$ cat config.mk
export PLATFORM = sky130hd
export DESIGN_NAME = multi_player_mover
export DESIGN_NICKNAME = d
export VERILOG_FILES = /design/src/rtl/mpm_pkg.sv /design/src/rtl/mpm_tick_timer.sv /design/src/rtl/multi_player_mover.sv
export SDC_FILE = /design/constraint.sdc
export NUM_CORES = 1
export LEC_CHECK = 0
export ABC_AREA = 1
export BUFFER_PORTS_ARGS = -buffer_cell sky130_fd_sc_hd__buf_4
export CAP_MARGIN = 10
export CORE_AREA = 2 2 108 110
export DETAILED_ROUTE_END_ITERATION = 8
export DIE_AREA = 0 0 110 112
export PLACE_DENSITY = 0.78
export SLEW_MARGIN = 20
export SYNTH_ARGS = -nofsm -noshare
export SYNTH_HDL_FRONTEND = slang
export SYNTH_SLANG_ARGS = --single-unit
$ cat constraint.sdc
create_clock -name clk_i -period 6.1 [get_ports clk_i]
set_input_delay 0.61 -clock clk_i [delete_from_list [all_inputs] [get_ports clk_i]]
set_output_delay 0.61 -clock clk_i [all_outputs]
set_load 0.02 [all_outputs]
$ cat src/rtl/mpm_pkg.sv
// mpm_pkg: move codes, obstacle codes, FSM encoding and colours shared by multi_player_mover.
package mpm_pkg;
    localparam logic [2:0] MV_NONE  = 3'd0;
    localparam logic [2:0] MV_UP    = 3'd1;
    localparam logic [2:0] MV_DOWN  = 3'd2;
    localparam logic [2:0] MV_LEFT  = 3'd3;
    localparam logic [2:0] MV_RIGHT = 3'd4;
    localparam logic [2:0] OB_EMPTY = 3'd0;
    localparam logic [2:0] OB_WALL  = 3'd1;
    localparam logic [2:0] OB_LAVA  = 3'd2;
    localparam logic [2:0] OB_ICE   = 3'd3;
    localparam logic [2:0] COLOR_ERASE = 3'b000;
    typedef enum logic [2:0] {
        S_IDLE   = 3'd0,
        S_SELECT = 3'd1,
        S_ERASE  = 3'd2,
        S_LOOKUP = 3'd3,
        S_WAIT   = 3'd4,
        S_DECIDE = 3'd5,
        S_DRAW   = 3'd6
    } state_t;
    function automatic logic is_move(input logic [2:0] code);
        return code >= MV_UP && code <= MV_RIGHT;
    endfunction
endpackage

$ cat src/rtl/mpm_tick_timer.sv
// mpm_tick_timer: game tick generator; a tick landing while a round is busy is held in a one-deep pending flag.
module mpm_tick_timer
    import mpm_pkg::*;
#(
    parameter int TICK_CYCLES = 833_333
) (
    input  logic clk_i,
    input  logic reset_i,
    input  logic busy_i,
    input  logic take_i,
    output logic tick_o,
    output logic pending_o
);
    localparam int W = $clog2(TICK_CYCLES + 1);
    logic [W-1:0] cnt_q, cnt_d;
    logic         pend_q, pend_d;
    assign tick_o    = cnt_q == W'(TICK_CYCLES - 1);
    assign pending_o = pend_q;
    always_comb begin
        cnt_d  = tick_o ? '0 : cnt_q + W'(1);
        pend_d = take_i ? 1'b0 : (tick_o && busy_i) ? 1'b1 : pend_q;
    end
    always_ff @(posedge clk_i) begin
        if (!reset_i) begin
            cnt_q  <= '0;
            pend_q <= 1'b0;
        end else begin
            cnt_q  <= cnt_d;
            pend_q <= pend_d;
        end
    end
endmodule

$ cat src/rtl/multi_player_mover.sv
// multi_player_mover: per game tick, services each live player round-robin (erase, ROM lookup, rules, redraw).
// Define MPM_WRAP_EN to make edge steps wrap around the playfield; otherwise an edge step behaves like a wall.
module multi_player_mover
    import mpm_pkg::*;
#(
    parameter int NUM_PLAYERS  = 2,
    parameter int X_MAX        = 159,
    parameter int Y_MAX        = 119,
    parameter int TICK_CYCLES  = 833_333,
    parameter int FREEZE_TICKS = 30,
    parameter int X_START      = 20
) (
    input  logic                       clk_i,
    input  logic                       reset_i,
    input  logic [NUM_PLAYERS-1:0]     move_valid_i,
    input  logic [3*NUM_PLAYERS-1:0]   move_dir_i,
    input  logic [2:0]                 obs_mem_i,
    output logic [7:0]                 obs_x_o,
    output logic [6:0]                 obs_y_o,
    output logic [7:0]                 x_o,
    output logic [6:0]                 y_o,
    output logic [2:0]                 color_draw_o,
    output logic                       plot_o,
    output logic [NUM_PLAYERS-1:0]     alive_o,
    output logic [NUM_PLAYERS-1:0]     frozen_o,
    output logic                       busy_o,
    output logic [2:0]                 state_o
);
    localparam int N  = NUM_PLAYERS;
    localparam int PW = (N > 1) ? $clog2(N) : 1;
    localparam int FW = (FREEZE_TICKS > 0) ? $clog2(FREEZE_TICKS + 1) : 1;
    localparam logic [7:0] XM = 8'(X_MAX);
    localparam logic [6:0] YM = 7'(Y_MAX);
`ifdef MPM_WRAP_EN
    localparam bit WRAP = 1'b1;
`else
    localparam bit WRAP = 1'b0;
`endif

    state_t          state_q, state_d;
    logic [PW-1:0]   ptr_q, ptr_d;
    logic [7:0]      px_q[N], px_d[N];
    logic [6:0]      py_q[N], py_d[N];
    logic [2:0]      pend_q[N], pend_d[N];
    logic [FW-1:0]   fcnt_q[N], fcnt_d[N];
    logic [N-1:0]    alive_q, alive_d, frozen_q, frozen_d;
    logic [7:0]      tx_q, tx_d, tgt_x, cx;
    logic [6:0]      ty_q, ty_d, tgt_y, cy;
    logic            blk_q, blk_d, tgt_blk, at_edge, coll;
    logic [2:0]      mv, code;
    logic            tick, tick_pend, take, last, skip, draw_en, addr_en;

    mpm_tick_timer #(.TICK_CYCLES(TICK_CYCLES)) u_timer (
        .clk_i    (clk_i),
        .reset_i  (reset_i),
        .busy_i   (busy_o),
        .take_i   (take),
        .tick_o   (tick),
        .pending_o(tick_pend)
    );

    assign busy_o   = state_q != S_IDLE;
    assign take     = state_q == S_IDLE && (tick || tick_pend);
    assign last     = ptr_q == PW'(N - 1);
    assign skip     = !alive_q[ptr_q] || frozen_q[ptr_q] || pend_q[ptr_q] == MV_NONE;
    assign code     = blk_q ? OB_WALL : obs_mem_i;
    assign draw_en  = state_q == S_DRAW && alive_q[ptr_q];
    assign addr_en  = state_q == S_LOOKUP || state_q == S_WAIT || state_q == S_DECIDE;

    // Target cell is resolved with compares before any add/sub so edges never rely on overflow.
    always_comb begin
        cx = px_q[ptr_q];
        cy = py_q[ptr_q];
        mv = pend_q[ptr_q];
        at_edge = (mv == MV_UP && cy == 7'd0) || (mv == MV_DOWN && cy == YM) ||
                  (mv == MV_LEFT && cx == 8'd0) || (mv == MV_RIGHT && cx == XM);
        tgt_x = mv == MV_LEFT  ? (cx == 8'd0 ? (WRAP ? XM : cx) : cx - 8'd1) :
                mv == MV_RIGHT ? (cx == XM ? (WRAP ? 8'd0 : cx) : cx + 8'd1) : cx;
        tgt_y = mv == MV_UP    ? (cy == 7'd0 ? (WRAP ? YM : cy) : cy - 7'd1) :
                mv == MV_DOWN  ? (cy == YM ? (WRAP ? 7'd0 : cy) : cy + 7'd1) : cy;
        coll = 1'b0;
        for (int j = 0; j < N; j++)
            if (PW'(j) != ptr_q && alive_q[j] && px_q[j] == tgt_x && py_q[j] == tgt_y) coll = 1'b1;
        tgt_blk = coll || (at_edge && !WRAP);
    end

    always_comb begin
        state_d  = state_q;
        ptr_d    = ptr_q;
        px_d     = px_q;
        py_d     = py_q;
        pend_d   = pend_q;
        fcnt_d   = fcnt_q;
        alive_d  = alive_q;
        frozen_d = frozen_q;
        tx_d     = tx_q;
        ty_d     = ty_q;
        blk_d    = blk_q;
        case (state_q)
            S_IDLE: begin
                ptr_d   = '0;
                state_d = take ? S_SELECT : S_IDLE;
            end
            S_SELECT: begin
                pend_d[ptr_q] = MV_NONE;
                if (skip) begin
                    state_d = last ? S_IDLE : S_SELECT;
                    ptr_d   = last ? '0 : ptr_q + PW'(1);
                    if (frozen_q[ptr_q]) begin
                        frozen_d[ptr_q] = fcnt_q[ptr_q] != '0;
                        fcnt_d[ptr_q]   = fcnt_q[ptr_q] - FW'(fcnt_q[ptr_q] != '0);
                    end
                end else begin
                    state_d = S_ERASE;
                    tx_d    = tgt_x;
                    ty_d    = tgt_y;
                    blk_d   = tgt_blk;
                end
            end
            S_ERASE:  state_d = S_LOOKUP;
            S_LOOKUP: state_d = S_WAIT;
            S_WAIT:   state_d = S_DECIDE;
            S_DECIDE: begin
                state_d = S_DRAW;
                if (code != OB_WALL) begin
                    px_d[ptr_q] = tx_q;
                    py_d[ptr_q] = ty_q;
                end
                if (code == OB_LAVA) alive_d[ptr_q] = 1'b0;
                if (code == OB_ICE) begin
                    frozen_d[ptr_q] = 1'b1;
                    fcnt_d[ptr_q]   = FW'(FREEZE_TICKS);
                end
            end
            S_DRAW: begin
                state_d = last ? S_IDLE : S_SELECT;
                ptr_d   = last ? '0 : ptr_q + PW'(1);
            end
            default: state_d = S_IDLE;
        endcase
        // A fresh request beats the service clear, so it waits for the next tick.
        for (int k = 0; k < N; k++)
            if (move_valid_i[k] && is_move(move_dir_i[3*k +: 3])) pend_d[k] = move_dir_i[3*k +: 3];
    end

    assign plot_o       = state_q == S_ERASE || draw_en;
    assign x_o          = plot_o ? px_q[ptr_q] : '0;
    assign y_o          = plot_o ? py_q[ptr_q] : '0;
    assign color_draw_o = draw_en ? 3'(ptr_q) + 3'd1 : COLOR_ERASE;
    assign obs_x_o      = addr_en ? tx_q : '0;
    assign obs_y_o      = addr_en ? ty_q : '0;
    assign alive_o      = alive_q;
    assign frozen_o     = frozen_q;
    assign state_o      = state_q;

    always_ff @(posedge clk_i) begin
        if (!reset_i) begin
            state_q  <= S_IDLE;
            ptr_q    <= '0;
            alive_q  <= '1;
            frozen_q <= '0;
            tx_q     <= '0;
            ty_q     <= '0;
            blk_q    <= 1'b0;
            for (int i = 0; i < N; i++) begin
                px_q[i]   <= 8'(X_START + 40 * i);
                py_q[i]   <= 7'(Y_MAX / 2);
                pend_q[i] <= MV_NONE;
                fcnt_q[i] <= '0;
            end
        end else begin
            state_q  <= state_d;
            ptr_q    <= ptr_d;
            alive_q  <= alive_d;
            frozen_q <= frozen_d;
            tx_q     <= tx_d;
            ty_q     <= ty_d;
            blk_q    <= blk_d;
            px_q     <= px_d;
            py_q     <= py_d;
            pend_q   <= pend_d;
            fcnt_q   <= fcnt_d;
        end
    end
endmodule
-- Yosys cells after proc, flatten, opt, wreduce, memory -nomap -nowiden
Index checks and enable logic that the tools add are counted.
- bitwise operators: 12
- div/mod/pow operators: 0
- equality and inequality tests: 23
- multipliers: 0
- $add $sub $neg: 8
- shift-type cells: 0
- reductions and logical operators: 47
- order comparisons: 8
- mux-type cells: 64
- operators with widths (kind ; number):
    2-to-1 mux 8 bit ; 10
    2-to-1 mux 7 bit ; 10
    2-to-1 mux 10 bit ; 3
    2-to-1 mux 3 bit ; 7
    one-hot mux 3 bit (7 select lines) ; 1
    adder 20 x 1 -> 20 bit, second input constant ; 1
    equality test 20 bit, second input constant ; 1
    2-to-1 mux 5 bit ; 4
    one-hot mux 10 bit (2 select lines) ; 1
    logical AND 1 bit ; 19
    equality test 3 x 2 -> 1 bit, second input constant ; 6
    bitwise mux 16 bit ; 1
    equality test 8 bit ; 2
    bitwise mux 14 bit ; 1
    equality test 7 bit ; 2
    equality test 3 bit, second input constant ; 4
    2-to-1 mux 1 bit ; 11
    bitwise mux 10 bit ; 1
    logical OR 1 bit ; 10
    2-to-1 mux 2 bit ; 5
    adder 8 x 1 -> 8 bit, second input constant ; 1
    demux 8 bit (select 1 bit) ; 1
    equality test 8 bit, second input constant ; 1
    logical NOT 8 bit ; 1
    other kinds (42) ; 58
- logic and storage cells: 179
- memories kept: 0
- input port bits: 13
- bits in registers: 91
- RAM bits: 0
- output and inout bits: 42
- bits in read-only memories: 0
- bits in latches: 0

-- Logic depth before layout (Yosys ltp)
- depth after elaboration: 14
- mapped depth: 23
- mapped depth without buffers: 21

-- By module
A second synthesis with hierarchy kept.
- cell total of the unflattened synthesis: 988
- area total of the unflattened synthesis: 6177.2 sq um
- modules (own cells, without submodules) (module ; times used ; area an instance (sq um) ; cells each ; seq. area each (sq um)):
    multi_player_mover ; 1 ; 5098.6 ; 830 ; 1401.3
    mpm_tick_timer ; 1 ; 1078.5 ; 158 ; 420.4

-- Worst setup path before layout
OpenSTA, ideal clock, no wires.
- path type: register to output
- start point: register ptr_q (netlist: last)
- end point: output port x_o[3]
- path buffers: 3
- setup slack: 3814 ps
- arrival: 1676 ps
- stages on the path, launching flop included: 9
- data required time: 5490 ps
- cells stage by stage: dfxtp_1 buf_6 buf_4 o21ai_0 nand2_1 nand2_1 inv_1 buf_1 nor2_1
- word-level cells in the longest chain between the ends: 5
- elaborated cells between the ends (all ways): 9
- classes of those cells: mux (6); bitwise (1); reduce/logical (2)
- RTL lines (element ; RTL line ; source):
    start: declaration ; multi_player_mover.sv:41 ; logic [PW-1:0] ptr_q, ptr_d;
    start signal: assignment ; multi_player_mover.sv:173 ; ptr_q <= ptr_d;
    2-to-1 mux 1 bit (implied by the code) (2 in a row) ; multi_player_mover.sv:67 ; assign draw_en = state_q == S_DRAW && alive_q[ptr_q];
    logical AND 1 bit ; multi_player_mover.sv:67 ;
    logical OR 1 bit ; multi_player_mover.sv:146 ; assign plot_o = state_q == S_ERASE || draw_en;
    named net plot_o ; multi_player_mover.sv:23 ; output logic plot_o,
    2-to-1 mux 8 bit ; multi_player_mover.sv:147 ; assign x_o = plot_o ? px_q[ptr_q] : '0;
    end: declaration ; multi_player_mover.sv:20 ; output logic [7:0] x_o,
The timed path passes the listed nets, and every way through them passes these cells. The select of a mux whose other input is x is not followed.

-- Worst setup path after layout
- start point: register ptr_q (netlist: last)
- end point: register blk_q
- word-level cells in the longest chain between the ends: 14
- elaborated cells between the ends (all ways): 61
- classes of those cells: add/sub (4); eq/ne (10); mux (23); bitwise (3); reduce/logical (21)
- RTL lines (element ; RTL line ; source):
    inverter 1 -> 2 bit (implied by the code) ; -- ;
    2-to-1 mux 8 bit (implied by the code) (3 in a row) ; multi_player_mover.sv:72 ; cx = px_q[ptr_q];
    adder 8 x 1 -> 8 bit or equality test 8 bit (tied branches) ; multi_player_mover.sv:78, multi_player_mover.sv:76 ;
    2-to-1 mux 8 bit (2 in a row) ; multi_player_mover.sv:78 ; mv == MV_RIGHT ? (cx == XM ? (WRAP ? 8'd0 : cx) : cx + 8'd1) : cx;
    2-to-1 mux 8 bit ; multi_player_mover.sv:77 ; tgt_x = mv == MV_LEFT ? (cx == 8'd0 ? (WRAP ? XM : cx) : cx - 8'd1) :
    equality test 8 bit ; multi_player_mover.sv:83 ; if (PW'(j) != ptr_q && alive_q[j] && px_q[j] == tgt_x && py_q[j] == tgt_y) coll = 1'b1;
    logical AND 1 bit (2 in a row) ; multi_player_mover.sv:83 ;
    2-to-1 mux 1 bit (2 in a row) ; multi_player_mover.sv:83 ;
    logical OR 1 bit ; multi_player_mover.sv:84 ; tgt_blk = coll || (at_edge && !WRAP);
    end signal: assignment ; multi_player_mover.sv:178 ; blk_q <= blk_d;
    end: declaration ; multi_player_mover.sv:49 ; logic blk_q, blk_d, tgt_blk, at_edge, coll;
Parallel ways exist; a longest one is shown, timed or not. The select of a mux whose other input is x is not followed.
A chain may end at the register's enable or synchronous reset.

==> flow_summary.toml <==
[run_status]
status = "complete, no violations"

[timing]
tns_ps = 0
finalMaxSlewViolations = 0
max-slew-margin-rel_pct = 55.4
setup_violations = 0
layout_min_cycle_time_ps = 3370
period_share_pct = 55.2
finalHoldViolations = 0
worst_pin_slew_ps = 668
setup_ws_ps = 2730
clock.fmax_mhz = 297
rsz0062_at_grt = "false"
clock_skew_ps = 7.94

[global_route]
grt_pass1_vias = 5585
grt_usage_pct = 27.9
grt-ovfl-total = 0
grt_pass1_wl_um = 27500
antenna_found_initial = 0
grt_max_degree = 55

[power]
internal_power_mw = 1.15
leakagePower_nw = 3.15
power_switching_mw = 0.741
switching_share_pct = 39.2
p_comb_share_pct = 35.9
pwr-share-seq_pct = 34.8
ir_drop_v = 0.000144
power.share.clock_pct = 29.3
p_per_area_nw_per_um2 = 279

[logic_synthesis]
syn-instance-count = 966
synth.cell_area_sq_um = 6040
synth_ff_type = "dfxtp_1"
synthArstFlopShare_pct = 0
synth.distinct_cells = 48
synth.avg_cell_area_sq_um = 6.25
syn-num-nets = 988
ys_seq_area_share_pct = 30.2
ys_ff_latch = 91
synth_edf_count = 0
synth-warning-count = 0

[critical_path]
cpPeakStageDelay_ps = 680
cp-end-kind = "flip-flop"
critical_path.max_fanout = 34
crit_type = "reg2reg"
crit_path_start_kind = "flip-flop"
cp_slowest_cell = "dfxtp_2"
worstPathCellList = "buf_4 -> inv_6 -> nand2_1 -> nand2_2 -> inv_2 -> ha_1 -> nand3_1 -> nor2_2 -> nand3_2 -> nand3_1 -> nand2_1 -> nand2_2 -> nand2_1 -> a21oi_1 -> nand2_1 -> nor2_1 -> nand3_1 -> nand3_1 -> nand2_1 -> inv_1"
crit_required_ps = 6380
worst-path-buf-inv = 4
crit_top_cell = "nand2_1"
path_delay_family = "simple AND/OR/NAND/NOR gates"
arrival_ps = 3650

[cts]
h-tree-depth = 3
clk_latency_ps = 330
cts_max_path_buffers = 2
cts_root_buffer = "clkbuf_16"
post-cts-setup-buffers = 0
cts_tree = "yes"
clock_sinks = 91
numCtsBuffers = 9
clkTransAtPathRegs_ps = 60
cts_hold_buf = 0
cts_resized = 0

[placed_design]
io_buffers = 53
dp_hpwl_um = 12400
place_ws_ps = 2830
place.gp.congestion = 0.959

[drt]
via_per_inst = 5.44
first_pass_iters = 5
drt-initial-drc-count = 603
num_vias = 6266
wl_per_cell_um = 14.1
wirelength_um = 16300
drc = 0
final_antenna_net_count = 0

[final_layout]
mostFrequentLayoutCell = "nand2_1"
layout_common_cells = "nand2_1, inv_1, nor2_1"
layout.nets = 1026
antenna_cells = 0
syn_to_final_growth_pct = 12.2
nFillCells = 1092
drive_above_1_share_pct = 14.7

[run]
cap_violations = 0

[floorplan]
coreArea_sq_um = 11200
die_area_sq_um = 12300
rows = 39
ioPinCount = 55
fp.dieW_um = 110
initial_utilization_pct = 54.0
die_y_um = 112

[hold_path]
hold_path.class = "reg2reg"
-- metrics by stage --
step                cells  total power, mW  util (%)  area, sq um  hold WS (ps)
global route         1151             2.01      60.7         6780           492
CTS                  1151             1.89      60.7         6780           467
detailed placement   1136             1.34      58.0         6480           454
finish               1151             1.89      60.7         6780           457
floorplan             966             1.17         -         6040           417
global placement     1136             1.34      58.0         6480           433
-- layout make-up --
| cell class | count | area, sq um | area share (%) |
|---|---|---|---|
| clock inverter | 4 | 51.3 | 0.757 |
| inverter | 131 | 497 | 7.33 |
| multi-input combinational | 714 | 3560 | 52.5 |
| clock buffer | 11 | 243 | 3.58 |
| timing repair buffer | 57 | 428 | 6.31 |
| sequential | 91 | 1820 | 26.9 |
| tap | 143 | 179 | 2.64 |
-- cells by family after synthesis --
logic type,Yosys count,share of synthesized area (%)
buf+inv,161,10.9
mux,1,0.166
compound gates,146,13.8
other cells,1,0.0621
xor+xnor,7,1.02
fa+ha+maj,9,1.86
flops,91,30.2
simple gates,550,42.0
-- synthesized netlist by cell type, types with 9 or more instances --
master    count  share of area, %
nand4_1      16               1.7
nand2_2      36               3.7
clkbuf_1     19               1.2
o21ai_0      50               4.1
nor3_1       10              0.83
o211ai_1     19               2.4
a21oi_1      59               4.9
inv_1       120               7.5
nor2_1       94               5.8
nand3_1      87               7.2
ha_1          9               1.9
dfxtp_1      91                30
nand2_1     263                16
inv_2         9              0.56
-- flip-flops by register name, summed over array words and instances, names as in the netlist --
signal             cells
u_timer.cnt_q         20
px_q                  16
py_q                  14
fcnt_q                10
tx_q                   8
ty_q                   7
pend_q                 6
state_o                3
alive_o                2
frozen_o               2
blk_q                  1
last                   1
u_timer.pending_o      1
-- worst paths after layout --
path,startpoint,cells after the start,end,slack (ps)
max,last,20,blk_q,2730
min,u_timer.cnt_q[0],1,u_timer.cnt_q[0],460
max reg2reg,last,20,blk_q,2730
min reg2reg,u_timer.cnt_q[0],1,u_timer.cnt_q[0],460
-- metal layers --
metal,up-vias,track usage (%),part of all wire [%]
li1,3189,-,-
met4,0,7.09,1.6
met1,2823,43.1,48
met3,18,3.69,8.8
met2,236,40.5,42
met5,-,0,0
-- power by group through the flow --
stage / logic, mW / clock network, mW / registers (mW)
2_1_floorplan: 0.513 / 0 / 0.662
3_3_place_gp: 0.666 / 0 / 0.670
3_5_place_dp: 0.668 / 0 / 0.670
4_1_cts: 0.672 / 0.560 / 0.657
5_1_grt: 0.764 / 0.581 / 0.662
6_report: 0.679 / 0.555 / 0.658
(Power assumes the default switching activity.)
